===== config.mk =====
export PLATFORM = sky130hd
export DESIGN_NAME = pipeline_host_elastic
export DESIGN_NICKNAME = d
export VERILOG_FILES = /design/src/rtl/pipeline_host_pkg.sv /design/src/rtl/pipeline_host_stage.sv /design/src/rtl/pipeline_host_elastic.sv
export SDC_FILE = /design/constraint.sdc
export NUM_CORES = 1
export LEC_CHECK = 0
export ABC_AREA = 1
export CAP_MARGIN = 20
export CORE_MARGIN = 3
export CORE_UTILIZATION = 55
export CTS_CLUSTER_SIZE = 16
export DETAILED_ROUTE_END_ITERATION = 16
export GPL_ROUTABILITY_DRIVEN = 0
export PLACE_DENSITY = 0.78
export REMOVE_ABC_BUFFERS = 1
export SLEW_MARGIN = 0
export SYNTH_ARGS = -nofsm -noshare
export SYNTH_HDL_FRONTEND = slang
export SYNTH_HIERARCHICAL = 1
export SYNTH_SLANG_ARGS = --single-unit

===== constraint.sdc =====
create_clock -name clk -period 2 [get_ports clk]
set_input_delay 0.2 -clock clk [delete_from_list [all_inputs] [get_ports clk]]
set_output_delay 0.2 -clock clk [all_outputs]
set_load 0.005 [all_outputs]

===== src/rtl/pipeline_host_pkg.sv =====
`default_nettype none
// ============================================================================
// Module   : pipeline_host_pkg
// Brief    : Shared mode encoding, LFSR defaults and per-stage operation.
// Revision : 1.0  initial release
// ============================================================================
package pipeline_host_pkg;

    typedef enum logic [1:0] {
        MODE_ADD     = 2'b00,
        MODE_PASS    = 2'b01,
        MODE_XOR_IDX = 2'b10,
        MODE_ROL1    = 2'b11
    } mode_e;

    localparam int unsigned            C_LFSR_W    = 80;
    localparam logic [C_LFSR_W-1:0]    C_LFSR_SEED = 80'h123456789ABCDEF12345;
    localparam int unsigned            C_TAP_A     = 47;
    localparam int unsigned            C_TAP_B     = 15;

    // Widest datapath the stage op supports; narrower words are masked.
    localparam int unsigned            C_OP_MAX_W  = 64;

    function automatic logic [C_OP_MAX_W-1:0] stage_op(
        input logic [C_OP_MAX_W-1:0] din,
        input int unsigned           width,
        input mode_e                 op,
        input int unsigned           idx,
        input logic [C_OP_MAX_W-1:0] inc
    );
        logic [C_OP_MAX_W-1:0] mask;
        logic [C_OP_MAX_W-1:0] d;
        logic [C_OP_MAX_W-1:0] r;
        mask = (width >= C_OP_MAX_W) ? '1
             : ((C_OP_MAX_W'(1) << width) - C_OP_MAX_W'(1));
        d    = din & mask;
        case (op)
            MODE_ADD:     r = d + inc;
            MODE_PASS:    r = d;
            MODE_XOR_IDX: r = d ^ C_OP_MAX_W'(idx);
            MODE_ROL1:    r = (d << 1) | (d >> (width - 1));
            default:      r = d;
        endcase
        return r & mask;
    endfunction

endpackage
`default_nettype wire


===== src/rtl/pipeline_host_stage.sv =====
`default_nettype none
// ============================================================================
// Module   : pipeline_host_stage
// Brief    : One elastic pipeline stage: data/valid flops, ready, stage op.
// Revision : 1.0  initial release
// ============================================================================
module pipeline_host_stage
    import pipeline_host_pkg::*;
#(
    parameter int unsigned       DATA_W = 12,
    parameter int unsigned       IDX    = 0,
    parameter logic [DATA_W-1:0] INC    = DATA_W'(1)
) (
    input  logic              clk,
    input  logic              pon_rst_n_i,
    input  logic              i_flush,
    input  logic [1:0]        i_mode,
    input  logic              i_up_valid,
    input  logic [DATA_W-1:0] i_up_data,
    input  logic              i_dn_ready,
    output logic              o_ready,
    output logic              o_valid,
    output logic [DATA_W-1:0] o_data
);

    logic              r_valid;
    logic [DATA_W-1:0] r_data;
    logic              w_load;
    logic [DATA_W-1:0] w_next_data;

    assign o_ready = !r_valid || i_dn_ready;
    assign w_load  = i_up_valid && o_ready;
    assign o_valid = r_valid;
    assign o_data  = r_data;

    // The head stage captures the input word as-is; later stages apply the op.
    if (IDX == 0) begin : g_raw
        logic w_unused_mode;
        assign w_unused_mode = ^i_mode;
        assign w_next_data   = i_up_data;
    end else begin : g_op
        logic [C_OP_MAX_W-1:0] w_op;
        assign w_op = stage_op(C_OP_MAX_W'(i_up_data), DATA_W, mode_e'(i_mode),
                               IDX, C_OP_MAX_W'(INC));
        assign w_next_data = w_op[DATA_W-1:0];
        if (DATA_W < C_OP_MAX_W) begin : g_hi
            logic w_unused_hi;
            assign w_unused_hi = ^w_op[C_OP_MAX_W-1:DATA_W];
        end
    end

    always_ff @(posedge clk or negedge pon_rst_n_i) begin
        if (!pon_rst_n_i) begin
            r_valid <= 1'b0;
            r_data  <= '0;
        end else begin
            if (i_flush) begin
                r_valid <= 1'b0;
            end else begin
                r_valid <= w_load || (r_valid && !i_dn_ready);
            end
            if (w_load) begin
                r_data <= w_next_data;
            end
        end
    end

endmodule
`default_nettype wire


===== src/rtl/pipeline_host_elastic.sv =====
`default_nettype none
// ============================================================================
// Module   : pipeline_host_elastic
// Brief    : DEPTH-stage elastic datapath with LFSR/beat-counter program port.
// Revision : 1.0  initial release
// ============================================================================
module pipeline_host_elastic
    import pipeline_host_pkg::*;
#(
    parameter int unsigned       DATA_W    = 12,
    parameter int unsigned       DEPTH     = 5,
    parameter logic [DATA_W-1:0] INC       = DATA_W'(1),
    parameter int unsigned       LFSR_W    = C_LFSR_W,
    parameter logic [LFSR_W-1:0] LFSR_SEED = C_LFSR_SEED,
    parameter int unsigned       TAP_A     = C_TAP_A,
    parameter int unsigned       TAP_B     = C_TAP_B,
    parameter int unsigned       DAT_W     = 14,
    parameter int unsigned       PC_W      = 13
) (
    input  logic                       clk,
    input  logic                       pon_rst_n_i,
    input  logic                       in_valid,
    output logic                       in_ready,
    input  logic [DATA_W-1:0]          in_data,
    output logic                       out_valid,
    input  logic                       out_ready,
    output logic [DATA_W-1:0]          out_data,
    input  logic [1:0]                 mode,
    input  logic                       flush,
    output logic [$clog2(DEPTH+1)-1:0] occupancy,
    output logic [DAT_W-1:0]           prog_dat_o,
    output logic [PC_W-1:0]            pc_o,
    input  logic [PC_W-1:0]            prog_adr_i,
    output logic [PC_W-1:0]            prog_adr_out
);

    localparam int unsigned OCC_W = $clog2(DEPTH + 1);

    logic [DEPTH-1:0]  w_valid;
    logic [DEPTH-1:0]  w_ready;
    logic [DEPTH-1:0]  w_up_valid;
    logic [DEPTH-1:0]  w_dn_ready;
    logic [DATA_W-1:0] w_data    [DEPTH];
    logic [DATA_W-1:0] w_up_data [DEPTH];
    logic              w_accept;
    logic [OCC_W-1:0]  w_occ;

    logic [LFSR_W-1:0] r_lfsr;
    logic [PC_W-1:0]   r_pc;
    logic [PC_W-1:0]   r_prog_adr;

    for (genvar i = 0; i < DEPTH; i++) begin : g_stage
        if (i == 0) begin : g_head
            // Gating with flush keeps a flushed cycle from loading stage 0.
            assign w_up_valid[i] = in_valid && !flush;
            assign w_up_data[i]  = in_data;
        end else begin : g_body
            assign w_up_valid[i] = w_valid[i-1];
            assign w_up_data[i]  = w_data[i-1];
        end

        if (i == DEPTH - 1) begin : g_tail
            assign w_dn_ready[i] = out_ready;
        end else begin : g_link
            assign w_dn_ready[i] = w_ready[i+1];
        end

        pipeline_host_stage #(
            .DATA_W (DATA_W),
            .IDX    (i),
            .INC    (INC)
        ) u_stage (
            .clk         (clk),
            .pon_rst_n_i (pon_rst_n_i),
            .i_flush     (flush),
            .i_mode      (mode),
            .i_up_valid  (w_up_valid[i]),
            .i_up_data   (w_up_data[i]),
            .i_dn_ready  (w_dn_ready[i]),
            .o_ready     (w_ready[i]),
            .o_valid     (w_valid[i]),
            .o_data      (w_data[i])
        );
    end

    assign in_ready  = w_ready[0] && !flush;
    assign w_accept  = in_valid && in_ready;
    assign out_valid = w_valid[DEPTH-1];
    assign out_data  = w_data[DEPTH-1];

    always_comb begin
        w_occ = '0;
        for (int i = 0; i < DEPTH; i++) begin
            w_occ = w_occ + OCC_W'(w_valid[i]);
        end
    end
    assign occupancy = w_occ;

    // Pattern generator and beat counter advance only on accepted input beats.
    always_ff @(posedge clk or negedge pon_rst_n_i) begin
        if (!pon_rst_n_i) begin
            r_lfsr <= LFSR_SEED;
            r_pc   <= '0;
        end else if (w_accept) begin
            r_lfsr <= {r_lfsr[LFSR_W-2:0],
                       r_lfsr[LFSR_W-1] ^ r_lfsr[TAP_A] ^ r_lfsr[TAP_B]};
            r_pc   <= r_pc + 1'b1;
        end
    end

    always_ff @(posedge clk or negedge pon_rst_n_i) begin
        if (!pon_rst_n_i) begin
            r_prog_adr <= '0;
        end else begin
            r_prog_adr <= prog_adr_i;
        end
    end

    assign prog_dat_o   = r_lfsr[DAT_W-1:0];
    assign pc_o         = r_pc;
    assign prog_adr_out = r_prog_adr;

endmodule
`default_nettype wire


=== After elaboration in Yosys (flattened, before gate mapping) ===
Cells that the tools add are included.
Widths: inputs -> output; s select.

* Add/subtract/negate cells: 9
* Reduce and logical (&&, ||, !) cells: 35
* Muxes and demuxes: 9
* Bitwise operators: 10
* Equal/unequal tests: 3

{| class="wikitable"
|+ Operators with widths
! operator !! count
|-
| $pmux 12 s4 || 4
|-
| $add 12x1->12 const B || 4
|-
| $or 12x1->12 || 4
|-
| $add 13x1->13 const B || 1
|-
| $logic_and 1x1->1 || 13
|-
| $logic_not 1->1 || 11
|-
| $logic_or 1x1->1 || 10
|-
| $add 3x1->3 || 2
|-
| $mux 1 || 5
|-
| $eq 2x2->1 const B || 2
|-
| $add 2x1->3 || 1
|-
| $not 1->1 || 3
|-
| $add 1x1->2 || 1
|-
| $eq 2x1->1 const B || 1
|-
| $logic_not 2->1 || 1
|-
| $not 2->2 || 1
|-
| $xor 1x1->1 || 2
|}

* Flip-flop bits (word level): 171
* Input port bits: 32
* Logic and storage cells: 79
* Output and inout bits: 57

=== Logic depth before layout (Yosys ltp) ===
Gate-level depths: netlist of run 1.

* Depth after elaboration: 9
* Gate-level depth with buffers: 17
* Mapped depth without buffers: 16

=== Cells and area by module ===
The synthesis of run 1 kept the hierarchy.

{| class="wikitable"
|+ By module, submodules not included
! module !! sequential area each (µm²) !! times used !! area each (µm²) !! cells each
|-
| pipeline_host_elastic || 2701.3 || 1 || 4246.6 || 455
|-
| pipeline_host_stage (g_stage[1].u_stage) || 325.3 || 1 || 1038.5 || 140
|-
| pipeline_host_stage (g_stage[4].u_stage) || 325.3 || 1 || 984.7 || 147
|-
| pipeline_host_stage (g_stage[3].u_stage) || 325.3 || 1 || 969.7 || 144
|-
| pipeline_host_stage (g_stage[2].u_stage) || 325.3 || 1 || 948.4 || 141
|-
| pipeline_host_stage (g_stage[0].u_stage) || 325.3 || 1 || 535.5 || 57
|}

=== Worst setup path after synthesis of run 1 ===
OpenSTA, ideal clock, no wires.

* Kind: reg2reg
* Start point: reg g_stage[4].u_stage.r_valid
* End point: reg r_pc[5], in the netlist pc_o[5]
* Buffers on the path: 1
* Period minus slack after synthesis: 1.848 ns
* Data arrival time: 1.723 ns
* Stages on the path, launching flop included: 15
* Setup slack: 0.152 ns
* Required time: 1.875 ns
* Cell sequence: dfrtp_1 nand2_1 inv_1 nand2_1 inv_1 nand2_1 inv_1 nand2_1 inv_1 nand2_4 buf_6 nand3_1 nor2_2 nand2_1 xnor2_1

* Cells in the longest elaborated chain, start to end: 8

{| class="wikitable"
|+ RTL lines
! what !! line !! text
|-
| from (decl) || pipeline_host_stage.sv:26 || <nowiki>logic r_valid;</nowiki>
|-
| from (signal assigned) || pipeline_host_stage.sv:60 || <nowiki>r_valid <= w_load || (r_valid && !i_dn_ready);</nowiki>
|-
| $logic_not 1->1 || pipeline_host_stage.sv:31 || <nowiki>assign o_ready = !r_valid || i_dn_ready;</nowiki>
|-
| $logic_or 1x1->1 || pipeline_host_stage.sv:31 ||
|-
| via w_dn_ready[3] || pipeline_host_elastic.sv:42 || <nowiki>logic [DEPTH-1:0] w_dn_ready;</nowiki>
|-
| $logic_or 1x1->1 || pipeline_host_stage.sv:31 ||
|-
| via w_dn_ready[2] || pipeline_host_elastic.sv:42 ||
|-
| $logic_or 1x1->1 || pipeline_host_stage.sv:31 ||
|-
| via w_dn_ready[1] || pipeline_host_elastic.sv:42 ||
|-
| $logic_or 1x1->1 || pipeline_host_stage.sv:31 ||
|-
| via w_dn_ready[0] || pipeline_host_elastic.sv:42 ||
|-
| $logic_or 1x1->1 || pipeline_host_stage.sv:31 ||
|-
| via w_ready[0] || pipeline_host_elastic.sv:40 || <nowiki>logic [DEPTH-1:0] w_ready;</nowiki>
|-
| $logic_and 1x1->1 || pipeline_host_elastic.sv:86 || <nowiki>assign in_ready = w_ready[0] && !flush;</nowiki>
|-
| $logic_and 1x1->1 || pipeline_host_elastic.sv:87 || <nowiki>assign w_accept = in_valid && in_ready;</nowiki>
|-
| to (signal assigned) || pipeline_host_elastic.sv:107 || <nowiki>r_pc <= r_pc + 1'b1;</nowiki>
|-
| to (decl) || pipeline_host_elastic.sv:49 || <nowiki>logic [PC_W-1:0] r_pc;</nowiki>
|}

The timed path passes the listed nets, and every way through them passes these cells.
A chain may end at the register's enable or synchronous reset.

=== Final worst setup path of run 1 ===
* Start point: reg g_stage[2].u_stage.r_valid
* End point: out occupancy[1]

* Cells in the longest elaborated chain, start to end: 3

{| class="wikitable"
|+ RTL lines
! what !! line !! text
|-
| from (decl) || pipeline_host_stage.sv:26 ||
|-
| from (signal assigned) || pipeline_host_stage.sv:60 ||
|-
| $add 2x1->3 || pipeline_host_elastic.sv:94 || <nowiki>w_occ = w_occ + OCC_W'(w_valid[i]);</nowiki>
|-
| $add 3x1->3 (2 in a row) || pipeline_host_elastic.sv:94 ||
|-
| to (decl) || pipeline_host_elastic.sv:30 || <nowiki>output logic [$clog2(DEPTH+1)-1:0] occupancy,</nowiki>
|}

Every way passes these cells.

==> metrics.txt, run 1 <==
# TYPE chip_impl_metric gauge
chip_impl_metric{name="antenna_found_initial",unit=""} 0
chip_impl_metric{name="synthesis.area",unit="µm²"} 8720
chip_impl_metric{name="fp-row-count",unit=""} 45
chip_impl_metric{name="report.final.hold_viol_count",unit=""} 0
chip_impl_metric{name="synth_fa_ha_area_share",unit="%"} 1.32
chip_impl_metric{name="average_wire_per_standard_cell",unit="µm"} 14.1
chip_impl_metric{name="finish.cell_count_without_fillers",unit=""} 1435
chip_impl_info{name="grt_setup_unrepaired",value="yes"} 1
chip_impl_metric{name="syn-instance-count",unit=""} 1084
chip_impl_metric{name="synth_seq_cells",unit=""} 171
chip_impl_metric{name="timing.max_cap.violations",unit=""} 0
chip_impl_metric{name="regToRegSetupSlack",unit="ns"} -0.16
chip_impl_info{name="critical_path.startpoint_type",value="register"} 1
chip_impl_metric{name="fin_setup_tns",unit="ns"} -4.46
chip_impl_metric{name="clock-skew-final",unit="ns"} 0.00822
chip_impl_metric{name="detail_route.drc_violations",unit=""} 0
chip_impl_metric{name="place_hpwl",unit="µm"} 12400
chip_impl_metric{name="required",unit="ns"} 1.80
chip_impl_info{name="hp-class",value="in2reg"} 1
chip_impl_metric{name="nets",unit=""} 1251
chip_impl_metric{name="drt_wl_total",unit="µm"} 20200
chip_impl_metric{name="drt_pre_antenna_iters",unit=""} 5
chip_impl_metric{name="simple_gate_portion_of_the_synthesized_area",unit="%"} 28.2
chip_impl_metric{name="finalCritPeriodShare",unit="%"} 118
chip_impl_metric{name="grt_pass1_wl",unit="µm"} 32100
chip_impl_info{name="hold_start",value="prog_adr_i[12]"} 1
chip_impl_metric{name="multiplexer_share_of_the_synthesized_area",unit="%"} 0
chip_impl_metric{name="via_count",unit=""} 7544
chip_impl_info{name="synth_top_family_by_area",value="simple AND/OR/NAND/NOR gates"} 1
chip_impl_metric{name="clock_path_buffers",unit=""} 2
chip_impl_info{name="synth.top_cells.by_area",value="sky130_fd_sc_hd__dfrtp_1, sky130_fd_sc_hd__nand2_1, sky130_fd_sc_hd__dfstp_2"} 1
chip_impl_metric{name="post_drt_via_cell_ratio",unit=""} 5.26
chip_impl_metric{name="reg2regPathDepth",unit=""} 18
chip_impl_metric{name="core",unit="µm²"} 15400
chip_impl_metric{name="io_buffer_count",unit=""} 88
chip_impl_metric{name="clock_sink_count",unit=""} 171
chip_impl_metric{name="total_leakage_power",unit="nW"} 5.24
chip_impl_metric{name="grt_pass1_vias",unit=""} 7003
chip_impl_metric{name="cts_made_buffers",unit=""} 17
chip_impl_info{name="clock_tree.root_cell",value="sky130_fd_sc_hd__clkbuf_16"} 1
chip_impl_metric{name="vdd_drop_max",unit="mV"} 0.643
chip_impl_info{name="synth_flop_cell",value="sky130_fd_sc_hd__dfrtp_1"} 1
chip_impl_info{name="violated_checks",value="negative setup slack"} 1
chip_impl_metric{name="synth_compound_area_share",unit="%"} 11.7
chip_impl_metric{name="worstSkewPairLatency",unit="ns"} 0.43
chip_impl_metric{name="power",unit="mW"} 9.82
chip_impl_metric{name="globalRouteTotalUtil",unit="%"} 21.9
chip_impl_metric{name="overflow",unit=""} 0
chip_impl_metric{name="ys_warn_count",unit=""} 6
chip_impl_metric{name="synth_cell_types",unit=""} 37
chip_impl_metric{name="die-width",unit="µm"} 132
chip_impl_metric{name="timing.final.crit_period",unit="ns"} 2.35
chip_impl_metric{name="sequential_element_share_of_the_synthesized_area",unit="%"} 49.6
chip_impl_metric{name="timing.slew.headroom",unit="%"} 69.5
chip_impl_info{name="critical_path.reg2reg.startpoint",value="g_stage[4].u_stage/o_valid$_DFF_PN0_"} 1
chip_impl_metric{name="synth-async-reset-ratio",unit="%"} 100
chip_impl_metric{name="average_cell_area_after_synthesis",unit="µm²"} 8.05
chip_impl_metric{name="post_route_cells_drive_above_1_share",unit="%"} 18.9
chip_impl_metric{name="power-per-cell-area",unit="nW/µm²"} 893
chip_impl_info{name="timing.hold.worst_endpoint",value="prog_adr_out[12]$_DFF_PN0_"} 1
chip_impl_metric{name="synth-edff-count",unit=""} 0
chip_impl_metric{name="floorplan.initialDensity",unit="%"} 56.8
chip_impl_metric{name="worst_slew_pin_slew",unit="ns"} 0.456
chip_impl_metric{name="area_delta_synth_final",unit="%"} 26.0
chip_impl_info{name="outcome",value="complete, but fails checks"} 1
chip_impl_metric{name="placedCellCount",unit=""} 1376
chip_impl_info{name="tritoncts_clock_tree",value="done"} 1
chip_impl_metric{name="grt_max_degree",unit=""} 59
chip_impl_metric{name="setup_viol_count_final",unit=""} 68
chip_impl_info{name="rr_endpoint",value="r_lfsr[2]$_DFFE_PN1P_"} 1
chip_impl_info{name="endpoint_kind",value="primary output"} 1
chip_impl_metric{name="final_critical_path_setup_slack",unit="ns"} -0.354
chip_impl_metric{name="dr.first_iter.drc_count",unit=""} 578
chip_impl_metric{name="synth_largest_type_area_fraction",unit="%"} 37.9
chip_impl_metric{name="max_freq",unit="MHz"} 425
chip_impl_metric{name="worst_hold_path.num_cells",unit=""} 1
chip_impl_metric{name="floorplan.die.height",unit="µm"} 132
chip_impl_metric{name="cts_clock_pin_slew_for_the_worst_setup_and_hold_paths",unit="ns"} 0.07
chip_impl_metric{name="ios",unit=""} 89
chip_impl_metric{name="die-area",unit="µm²"} 17400
chip_impl_metric{name="synth_xor_xnor_area_share",unit="%"} 0.904
chip_impl_metric{name="ant_nets",unit=""} 0
chip_impl_metric{name="report.final.slew_viol_count",unit=""} 0
chip_impl_metric{name="htreeDepth",unit=""} 4
chip_impl_metric{name="antenna_diodes",unit=""} 0
chip_impl_info{name="synth_largest_area_cell",value="sky130_fd_sc_hd__dfrtp_1"} 1
chip_impl_metric{name="worstPathArrival",unit="ns"} 2.15
chip_impl_info{name="type_of_the_setup_path_with_the_least_slack",value="reg2out"} 1
chip_impl_metric{name="worst-path-max-fanout",unit=""} 2
==> cells in the final DEF, fill, tap and decap left out, types with 13 or more instances in the layout <==
cell,netlist,routed
sky130_fd_sc_hd__a21oi_1,76,74
sky130_fd_sc_hd__a21oi_2,22,23
sky130_fd_sc_hd__buf_12,1,13
sky130_fd_sc_hd__buf_4,27,36
sky130_fd_sc_hd__clkbuf_16,0,23
sky130_fd_sc_hd__clkdlybuf4s50_1,0,83
sky130_fd_sc_hd__dfrtp_1,132,132
sky130_fd_sc_hd__dfstp_2,39,39
sky130_fd_sc_hd__inv_1,83,77
sky130_fd_sc_hd__inv_2,8,13
sky130_fd_sc_hd__nand2_1,389,385
sky130_fd_sc_hd__nand2_2,14,17
sky130_fd_sc_hd__nand3_1,60,59
sky130_fd_sc_hd__nor2_1,80,79
sky130_fd_sc_hd__o21ai_0,50,43
==> synth_stat cells, types with 2 or more instances <==
| cell | count |
|---|---|
| sky130_fd_sc_hd__a31oi_1 | 9 |
| sky130_fd_sc_hd__dfrtp_1 | 132 |
| sky130_fd_sc_hd__inv_1 | 83 |
| sky130_fd_sc_hd__xnor2_1 | 4 |
| sky130_fd_sc_hd__nand2_4 | 3 |
| sky130_fd_sc_hd__a21oi_2 | 22 |
| sky130_fd_sc_hd__fa_1 | 2 |
| sky130_fd_sc_hd__buf_6 | 7 |
| sky130_fd_sc_hd__nor2_4 | 10 |
| sky130_fd_sc_hd__ha_1 | 6 |
| sky130_fd_sc_hd__buf_4 | 27 |
| sky130_fd_sc_hd__nor2_1 | 80 |
| sky130_fd_sc_hd__inv_2 | 8 |
| sky130_fd_sc_hd__o21ai_2 | 5 |
| sky130_fd_sc_hd__nand4_1 | 12 |
| sky130_fd_sc_hd__a21oi_1 | 76 |
| sky130_fd_sc_hd__nor2_2 | 8 |
| sky130_fd_sc_hd__nand2_2 | 14 |
| sky130_fd_sc_hd__nand3_1 | 60 |
| sky130_fd_sc_hd__nand3b_1 | 3 |
| sky130_fd_sc_hd__o21ai_1 | 5 |
| sky130_fd_sc_hd__dfstp_2 | 39 |
| sky130_fd_sc_hd__buf_2 | 12 |
| sky130_fd_sc_hd__o221ai_1 | 3 |
| sky130_fd_sc_hd__nand2_1 | 389 |
| sky130_fd_sc_hd__xor2_1 | 5 |
| sky130_fd_sc_hd__o21ai_0 | 50 |
==> critical path, stage by stage, from the launching register on <==
cell and delay, ns:
sky130_fd_sc_hd__dfrtp_1 0.37, sky130_fd_sc_hd__inv_2 0.05, sky130_fd_sc_hd__fa_1 0.55, sky130_fd_sc_hd__inv_2 0.04
sky130_fd_sc_hd__fa_2 0.36, sky130_fd_sc_hd__ha_4 0.25, sky130_fd_sc_hd__buf_6 0.11
==> state kept, by name, indices dropped and copies added (netlist names) <==
| signal | cells |
|---|---|
| r_lfsr | 80 |
| g_stage.u_stage/o_data | 60 |
| pc_o | 13 |
| prog_adr_out | 13 |
| g_stage.u_stage/o_valid | 5 |
==> per-layer routing <==
metal | track usage (%) | vias up | wire length [µm] | share of wire (%)
met5 | 0 | - | 0 | 0
met4 | 8.69 | 0 | 456 | 2.3
met3 | 4.81 | 41 | 1110 | 5.5
met2 | 34.8 | 253 | 9650 | 48
met1 | 29.6 | 3540 | 8990 | 44
li1 | - | 3710 | - | -
==> metrics by stage <==
stage	util (%)	worst slack, ns	hold WS [ns]	instance area [µm²]
final	71.5	-0.354	0.198	11000
after global routing	71.5	-0.404	0.187	11000
after CTS	68.9	-0.414	0.185	10600
after detailed placement	64.5	-0.369	0.149	9910
after global placement	64.5	-0.334	0.150	9910
after floorplan	-	-2.21	-0.0956	8350
==> how the worst max path moves through the flow <==
stage,cells past startpoint,slack [ns],from,end
6_report,6,-0.35,g_stage[2].u_stage/o_valid$_DFF_PN0_,occupancy[1]
5_1_grt,6,-0.40,g_stage[2].u_stage/o_valid$_DFF_PN0_,occupancy[1]
4_1_cts,6,-0.41,g_stage[2].u_stage/o_valid$_DFF_PN0_,occupancy[1]
3_5_place_dp,6,-0.37,g_stage[4].u_stage/o_valid$_DFF_PN0_,occupancy[1]
3_3_place_gp,6,-0.33,g_stage[4].u_stage/o_valid$_DFF_PN0_,occupancy[1]
2_1_floorplan,13,-2.21,g_stage[4].u_stage/o_valid$_DFF_PN0_,r_lfsr[0]$_DFFE_PN1P_
==> timing repair <==
item	4_1_cts	5_1_grt
pin swaps	5	2
setup endpoints to repair	4	115
hold buffers	1	0
cloned	0	9
setup buffers	9	8
hold endpoints to repair	33	0
resized for setup	31	43
==> logic make-up after synthesis <==
| group | count (synthesis) |
|---|---|
| AO/OA/AOI/OAI | 175 |
| XOR/XNOR | 9 |
| adder cells (fa/ha/maj) | 8 |
| buffers and inverters | 140 |
| flip-flops | 171 |
| AND/OR/NAND/NOR | 581 |
==> cell type report <==
| class | instances | area (µm²) |
|---|---|---|
| fill | 1122 | 4380 |
| timing repair buffer | 155 | 1700 |
| clock inverter | 12 | 141 |
| clock buffer | 20 | 437 |
| timing repair inverter | 1 | 11.3 |
| multi-input combinational | 773 | 3740 |
| tap | 211 | 264 |
| inverter | 92 | 367 |
| sequential | 171 | 4330 |
==> power breakdown <==
group | leakage, nW | switching [mW] | total, mW | internal [mW]
Combinational | 2.90 | 1.14 | 2.12 | 0.984
Clock | 0.276 | 1.40 | 3.26 | 1.86
Sequential | 2.06 | 0.495 | 4.43 | 3.94
Power figures use the tool's default switching activity.
==> inputs of run 2 (changes only) <==
Clock period 2 ns to 2.5 ns, I/O delays scaled along.
==> metrics.txt, run 2 (same netlist as run 1, synthesis figures left out) <==
# TYPE chip_impl_metric gauge
chip_impl_metric{name="grt_pass1_wl",unit="µm"} 30900
chip_impl_metric{name="clock-skew-final",unit="ns"} 0.00792
chip_impl_metric{name="required",unit="ns"} 2.25
chip_impl_metric{name="floorplan.die.height",unit="µm"} 132
chip_impl_metric{name="die-area",unit="µm²"} 17400
chip_impl_metric{name="power-per-cell-area",unit="nW/µm²"} 755
chip_impl_metric{name="average_wire_per_standard_cell",unit="µm"} 12.8
chip_impl_metric{name="worst_slew_pin_slew",unit="ns"} 0.564
chip_impl_metric{name="timing.slew.headroom",unit="%"} 62.3
chip_impl_info{name="critical_path.startpoint_type",value="register"} 1
chip_impl_metric{name="report.final.slew_viol_count",unit=""} 0
chip_impl_metric{name="post_drt_via_cell_ratio",unit=""} 5.15
chip_impl_metric{name="place_hpwl",unit="µm"} 11900
chip_impl_metric{name="pre_cts_slack",unit="ns"} 0.0486
chip_impl_metric{name="finalCritPeriodShare",unit="%"} 96.6
chip_impl_metric{name="detail_route.drc_violations",unit=""} 0
chip_impl_metric{name="timing.max_cap.violations",unit=""} 0
chip_impl_info{name="type_of_the_setup_path_with_the_least_slack",value="reg2out"} 1
chip_impl_info{name="endpoint_kind",value="primary output"} 1
chip_impl_info{name="most_frequent_cells_in_the_layout",value="sky130_fd_sc_hd__nand2_1, sky130_fd_sc_hd__dfrtp_1, sky130_fd_sc_hd__clkdlybuf4s50_1"} 1
chip_impl_info{name="max_flop_register",value="r_lfsr"} 1
chip_impl_metric{name="ant_nets",unit=""} 0
chip_impl_metric{name="clock_path_buffers",unit=""} 2
chip_impl_info{name="commonest_non_fill_non_tap_cell_in_the_layout",value="sky130_fd_sc_hd__nand2_1"} 1
chip_impl_metric{name="ios",unit=""} 89
chip_impl_metric{name="fin_setup_tns",unit="ns"} 0
chip_impl_metric{name="dr.first_iter.drc_count",unit=""} 418
chip_impl_metric{name="antenna_found_initial",unit=""} 0
chip_impl_metric{name="report.final.hold_viol_count",unit=""} 0
chip_impl_metric{name="worstSkewPairLatency",unit="ns"} 0.42
chip_impl_metric{name="total_leakage_power",unit="nW"} 4.93
chip_impl_metric{name="cts_made_buffers",unit=""} 17
chip_impl_metric{name="largest_register_ff_count",unit=""} 80
chip_impl_metric{name="post_route_cells_drive_above_1_share",unit="%"} 14.8
chip_impl_info{name="outcome",value="complete, no violations"} 1
chip_impl_metric{name="die-width",unit="µm"} 132
chip_impl_metric{name="final_critical_path_setup_slack",unit="ns"} 0.0853
chip_impl_metric{name="floorplan.initialDensity",unit="%"} 56.8
chip_impl_metric{name="timing.final.crit_period",unit="ns"} 2.41
chip_impl_metric{name="vdd_drop_max",unit="mV"} 0.512
chip_impl_metric{name="clock_sink_count",unit=""} 171
chip_impl_metric{name="finish.instance_area",unit="µm²"} 10300
chip_impl_metric{name="drt_pre_antenna_iters",unit=""} 5
chip_impl_metric{name="cts_clock_pin_slew_for_the_worst_setup_and_hold_paths",unit="ns"} 0.07
chip_impl_metric{name="fp-row-count",unit=""} 45
chip_impl_metric{name="worstPathArrival",unit="ns"} 2.16
chip_impl_metric{name="htreeDepth",unit=""} 4
chip_impl_metric{name="grt_max_degree",unit=""} 69
chip_impl_info{name="tritoncts_clock_tree",value="done"} 1
chip_impl_metric{name="io_buffer_count",unit=""} 88
chip_impl_info{name="grt_setup_unrepaired",value="no"} 1
chip_impl_metric{name="max_freq",unit="MHz"} 414
chip_impl_metric{name="globalRouteTotalUtil",unit="%"} 21.0
chip_impl_metric{name="worst-path-max-fanout",unit=""} 2
chip_impl_metric{name="drt_wl_total",unit="µm"} 17700
chip_impl_info{name="hp-class",value="in2reg"} 1
chip_impl_metric{name="core",unit="µm²"} 15400
chip_impl_metric{name="min_hold_slack",unit="ns"} 0.256
chip_impl_metric{name="antenna_diodes",unit=""} 0
chip_impl_metric{name="placed_area",unit="µm²"} 9690
chip_impl_metric{name="nets",unit=""} 1201
chip_impl_info{name="clock_tree.root_cell",value="sky130_fd_sc_hd__clkbuf_16"} 1
chip_impl_metric{name="area_delta_synth_final",unit="%"} 18.5
chip_impl_metric{name="postLayoutCoreUtil",unit="%"} 67.2
chip_impl_metric{name="via_count",unit=""} 7137
chip_impl_metric{name="setup_viol_count_final",unit=""} 0
chip_impl_metric{name="grt_pass1_vias",unit=""} 6785
chip_impl_metric{name="overflow",unit=""} 0
-- run 2: per-stage QoR --
| stage | power [mW] | std cells |
|---|---|---|
| 2_1_floorplan | 4.43 | 1036 |
| 3_3_place_gp | 5.10 | 1351 |
| 3_5_place_dp | 5.13 | 1351 |
| 4_1_cts | 7.88 | 1385 |
| 5_1_grt | 8.26 | 1385 |
| 6_report | 7.81 | 1385 |
-- run 2: final timing paths --
path,start,to,slack [ns],cells after the start
min in group asynchronous,pon_rst_n_i,g_stage[4].u_stage/o_data[8]$_DFFE_PN0P_,0.29,2
worst min-delay path,prog_adr_i[2],prog_adr_out[2]$_DFF_PN0_,0.26,1
max in group asynchronous,pon_rst_n_i,r_lfsr[44]$_DFFE_PN1P_,1.50,3
worst min register to register,r_lfsr[43]$_DFFE_PN1P_,r_lfsr[44]$_DFFE_PN1P_,0.46,2
worst max register to register,g_stage[4].u_stage/o_valid$_DFF_PN0_,pc_o[5]$_DFFE_PN0P_,0.32,15
worst max-delay path,g_stage[4].u_stage/o_valid$_DFF_PN0_,occupancy[1],0.09,6
-- run 2: timing repair --
item,in CTS,in global routing
setup endpoints to repair,4,4
buffers inserted,1,0
hold buffers,1,0
pin swaps,3,2
gates cloned,0,0
resized for setup,17,4
hold endpoints to repair,29,0
-- run 2: power breakdown --
group / switching (mW) / internal (mW)
Clock: 1.13 / 1.58
Combinational: 0.846 / 0.708
Sequential: 0.397 / 3.15
Total: 2.37 / 5.44
-- run 2: worst max-delay path: stages, from the launching register on --
cell	delay, ns
sky130_fd_sc_hd__dfrtp_1	0.37
sky130_fd_sc_hd__inv_2	0.05
sky130_fd_sc_hd__fa_1	0.55
sky130_fd_sc_hd__inv_2	0.04
sky130_fd_sc_hd__fa_2	0.37
sky130_fd_sc_hd__ha_4	0.27
sky130_fd_sc_hd__buf_2	0.10
-- run 2: cell type report --
| cell class | count | area [µm²] |
|---|---|---|
| fill | 1237 | 5030 |
| sequential | 171 | 4330 |
| multi-input combinational | 773 | 3710 |
| timing repair buffer | 106 | 1070 |
| clock buffer | 20 | 467 |
| inverter | 92 | 350 |
| tap | 211 | 264 |
| clock inverter | 12 | 154 |
-- run 2: per-layer routing --
layer  part of all wire, %  global-route usage [%]  vias to the layer above
met2                    47                    33.8                      156
met3                   5.0                    5.08                       26
li1                      -                       -                     3599
met4                   1.6                    6.77                        0
met1                    47                    28.2                     3356
met5                     0                       0                        -
==> inputs of run 3 (changes only) <==
Settings changed: ABC_CLOCK_PERIOD_IN_PS set to 2500, GPL_ROUTABILITY_DRIVEN 0 to unset.
==> metrics.txt, run 3 (same netlist as run 1, synthesis figures left out) <==
# TYPE chip_impl_metric gauge
chip_impl_metric{name="detail_route.drc_violations",unit=""} 0
chip_impl_metric{name="floorplan.die.height",unit="µm"} 132
chip_impl_metric{name="finalCritPeriodShare",unit="%"} 98.3
chip_impl_metric{name="report.final.hold_viol_count",unit=""} 0
chip_impl_metric{name="cts_made_buffers",unit=""} 17
chip_impl_metric{name="vdd_drop_max",unit="mV"} 0.515
chip_impl_metric{name="dr.first_iter.drc_count",unit=""} 508
chip_impl_metric{name="power.combinational.fraction",unit="%"} 20.4
chip_impl_metric{name="power.share.clock",unit="%"} 33.3
chip_impl_info{name="type_of_the_setup_path_with_the_least_slack",value="reg2out"} 1
chip_impl_metric{name="timing.max_cap.violations",unit=""} 0
chip_impl_metric{name="finish.instance_area",unit="µm²"} 10300
chip_impl_metric{name="worst_slew_pin_slew",unit="ns"} 0.551
chip_impl_metric{name="placedCellCount",unit=""} 1353
chip_impl_info{name="most_frequent_cells_in_the_layout",value="sky130_fd_sc_hd__nand2_1, sky130_fd_sc_hd__dfrtp_1, sky130_fd_sc_hd__clkdlybuf4s50_1"} 1
chip_impl_metric{name="die-area",unit="µm²"} 17400
chip_impl_info{name="grt_setup_unrepaired",value="yes"} 1
chip_impl_metric{name="internal-power",unit="mW"} 5.28
chip_impl_info{name="critical_path.reg2reg.startpoint",value="g_stage[4].u_stage/o_valid$_DFF_PN0_"} 1
chip_impl_metric{name="antenna_found_initial",unit=""} 0
chip_impl_metric{name="post_route_cells_drive_above_1_share",unit="%"} 14.8
chip_impl_info{name="worstPathCellList",value="inv_2 -> fa_1 -> inv_2 -> fa_2 -> ha_4 -> buf_6"} 1
chip_impl_metric{name="io_buffer_count",unit=""} 88
chip_impl_metric{name="worstPathArrival",unit="ns"} 2.21
chip_impl_metric{name="power",unit="mW"} 7.67
chip_impl_info{name="endpoint_kind",value="primary output"} 1
chip_impl_metric{name="regToRegSetupSlack",unit="ns"} 0.33
chip_impl_metric{name="reg2regPathDepth",unit=""} 16
chip_impl_metric{name="required",unit="ns"} 2.25
chip_impl_metric{name="finish.cell_count_without_fillers",unit=""} 1387
chip_impl_metric{name="worst-path-max-fanout",unit=""} 2
chip_impl_info{name="clock_tree.root_cell",value="sky130_fd_sc_hd__clkbuf_16"} 1
chip_impl_info{name="timing.hold.worst_endpoint",value="prog_adr_out[6]$_DFF_PN0_"} 1
chip_impl_metric{name="grt_pass1_wl",unit="µm"} 31200
chip_impl_info{name="crit_path_start",value="g_stage[0].u_stage/o_valid$_DFF_PN0_"} 1
chip_impl_metric{name="overflow",unit=""} 0
chip_impl_metric{name="fp-row-count",unit=""} 45
chip_impl_metric{name="core",unit="µm²"} 15400
chip_impl_metric{name="critPathMaxStageDelay",unit="ns"} 0.55
chip_impl_metric{name="report.final.slew_viol_count",unit=""} 0
chip_impl_info{name="worst_path_max_delay_cell",value="sky130_fd_sc_hd__fa_1"} 1
chip_impl_metric{name="setup_viol_count_final",unit=""} 0
chip_impl_metric{name="floorplan.initialDensity",unit="%"} 56.8
chip_impl_metric{name="drt_pre_antenna_iters",unit=""} 5
chip_impl_metric{name="total_leakage_power",unit="nW"} 4.90
chip_impl_info{name="critPathTopFamily",value="adder cells"} 1
chip_impl_metric{name="clock-skew-final",unit="ns"} 0.0118
chip_impl_metric{name="ios",unit=""} 89
chip_impl_info{name="path_common_cell",value="sky130_fd_sc_hd__inv_2"} 1
chip_impl_metric{name="drt_wl_total",unit="µm"} 17800
chip_impl_metric{name="area_delta_synth_final",unit="%"} 18.0
chip_impl_metric{name="cts_clock_pin_slew_for_the_worst_setup_and_hold_paths",unit="ns"} 0.07
chip_impl_metric{name="net_switching_power",unit="mW"} 2.38
chip_impl_metric{name="max_freq",unit="MHz"} 407
chip_impl_metric{name="die-width",unit="µm"} 132
chip_impl_metric{name="placed_area",unit="µm²"} 9690
chip_impl_metric{name="worst_hold_path.num_cells",unit=""} 1
chip_impl_metric{name="cp.buffers_inverters",unit=""} 3
chip_impl_info{name="hold_start",value="prog_adr_i[6]"} 1
chip_impl_metric{name="post_drt_via_cell_ratio",unit=""} 5.12
chip_impl_metric{name="grt_pass1_vias",unit=""} 6510
chip_impl_metric{name="largest_register_ff_count",unit=""} 80
chip_impl_metric{name="nets",unit=""} 1203
chip_impl_info{name="rr_endpoint",value="pc_o[9]$_DFFE_PN0P_"} 1
chip_impl_metric{name="min_hold_slack",unit="ns"} 0.258
chip_impl_metric{name="switching_portion_of_total_power",unit="%"} 31.1
chip_impl_metric{name="via_count",unit=""} 7105
chip_impl_metric{name="gpl.final_weighted_congestion",unit=""} 0.878
chip_impl_metric{name="average_wire_per_standard_cell",unit="µm"} 12.8
chip_impl_info{name="hp-class",value="in2reg"} 1
chip_impl_info{name="outcome",value="complete, no violations"} 1
chip_impl_info{name="commonest_non_fill_non_tap_cell_in_the_layout",value="sky130_fd_sc_hd__nand2_1"} 1
chip_impl_metric{name="globalRouteTotalUtil",unit="%"} 21.3
chip_impl_metric{name="worstSkewPairLatency",unit="ns"} 0.43
chip_impl_metric{name="antenna_diodes",unit=""} 0
chip_impl_metric{name="htreeDepth",unit=""} 4
chip_impl_metric{name="clock_path_buffers",unit=""} 2
chip_impl_metric{name="timing.slew.headroom",unit="%"} 63.2
chip_impl_info{name="max_flop_register",value="r_lfsr"} 1
chip_impl_metric{name="power-per-cell-area",unit="nW/µm²"} 745
chip_impl_metric{name="clock_sink_count",unit=""} 171
chip_impl_metric{name="place_hpwl",unit="µm"} 12200
chip_impl_metric{name="ant_nets",unit=""} 0
chip_impl_info{name="critical_path.startpoint_type",value="register"} 1
chip_impl_metric{name="seq_power_share",unit="%"} 46.3
chip_impl_metric{name="grt_max_degree",unit=""} 70
chip_impl_info{name="tritoncts_clock_tree",value="done"} 1
chip_impl_metric{name="timing.final.crit_period",unit="ns"} 2.46
-- run 3: metal layers --
layer	share of wire [%]	vias to the layer above	routed length [µm]	GRT usage [%]
met5	0	-	0	0
met4	1.5	0	263	5.19
met3	4.4	26	782	5.00
met2	47	173	8270	33.6
met1	48	3294	8460	30.1
li1	-	3612	-	-
-- run 3: worst max path at each step --
stage / endpoint / slack [ns] / cells past startpoint
after floorplan: r_lfsr[0]$_DFFE_PN1P_ / -1.71 / 13
after CTS: occupancy[1] / -0.06 / 6
after global routing: occupancy[1] / -0.04 / 6
after detailed placement: occupancy[1] / 0.09 / 6
after global placement: occupancy[1] / 0.12 / 6
final: occupancy[1] / 0.04 / 6
-- run 3: worst register-to-register path, stage by stage (launching register included) --
cell	delay (ns)
sky130_fd_sc_hd__dfrtp_1	0.39
sky130_fd_sc_hd__buf_4	0.13
sky130_fd_sc_hd__buf_4	0.14
sky130_fd_sc_hd__nand2_2	0.09
sky130_fd_sc_hd__inv_1	0.04
sky130_fd_sc_hd__nand2_1	0.10
sky130_fd_sc_hd__inv_1	0.07
sky130_fd_sc_hd__nand2_1	0.07
sky130_fd_sc_hd__inv_1	0.06
sky130_fd_sc_hd__nand2_1	0.08
sky130_fd_sc_hd__inv_1	0.07
sky130_fd_sc_hd__nand2_4	0.08
sky130_fd_sc_hd__nand3_2	0.16
sky130_fd_sc_hd__nor2_2	0.29
sky130_fd_sc_hd__nand4_1	0.14
sky130_fd_sc_hd__nand2_1	0.10
sky130_fd_sc_hd__inv_1	0.04
-- run 3: stage by stage --
step / setup slack (ns) / utilization (%) / setup TNS [ns]
floorplan: -1.71 / - / -135.58
global placement: 0.124 / 63.0 / 0
detailed placement: 0.0941 / 63.0 / 0
CTS: -0.0644 / 66.9 / -0.0644
global route: -0.0397 / 67.0 / -0.0397
finish: 0.0429 / 67.0 / 0
-- run 3: final cells by class --
cell class,instances,area [µm²]
Tap cell,211,264
Inverter,92,350
Multi-Input combinational cell,773,3700
Timing Repair Buffer,108,1080
Sequential cell,171,4330
Fill cell,1270,5080
Clock buffer,19,443
Clock inverter,13,134
-- run 3: power groups by stage --
stage               logic, mW  clock network [mW]  registers [mW]
floorplan               0.921                   0            3.50
global placement         1.53                   0            3.57
detailed placement       1.56                   0            3.58
CTS                      1.57                2.61            3.55
global route             1.78                2.72            3.61
finish                   1.57                2.55            3.55
-- run 3: what timing repair did --
| action | in CTS | in global routing |
|---|---|---|
| setup buffers | 1 | 0 |
| hold buffers | 1 | 0 |
| pin swaps | 0 | 3 |
| hold endpoints to repair | 55 | 0 |
| gates resized for setup | 6 | 13 |
| endpoints found under the setup margin | 4 | 4 |
| gates cloned | 0 | 0 |
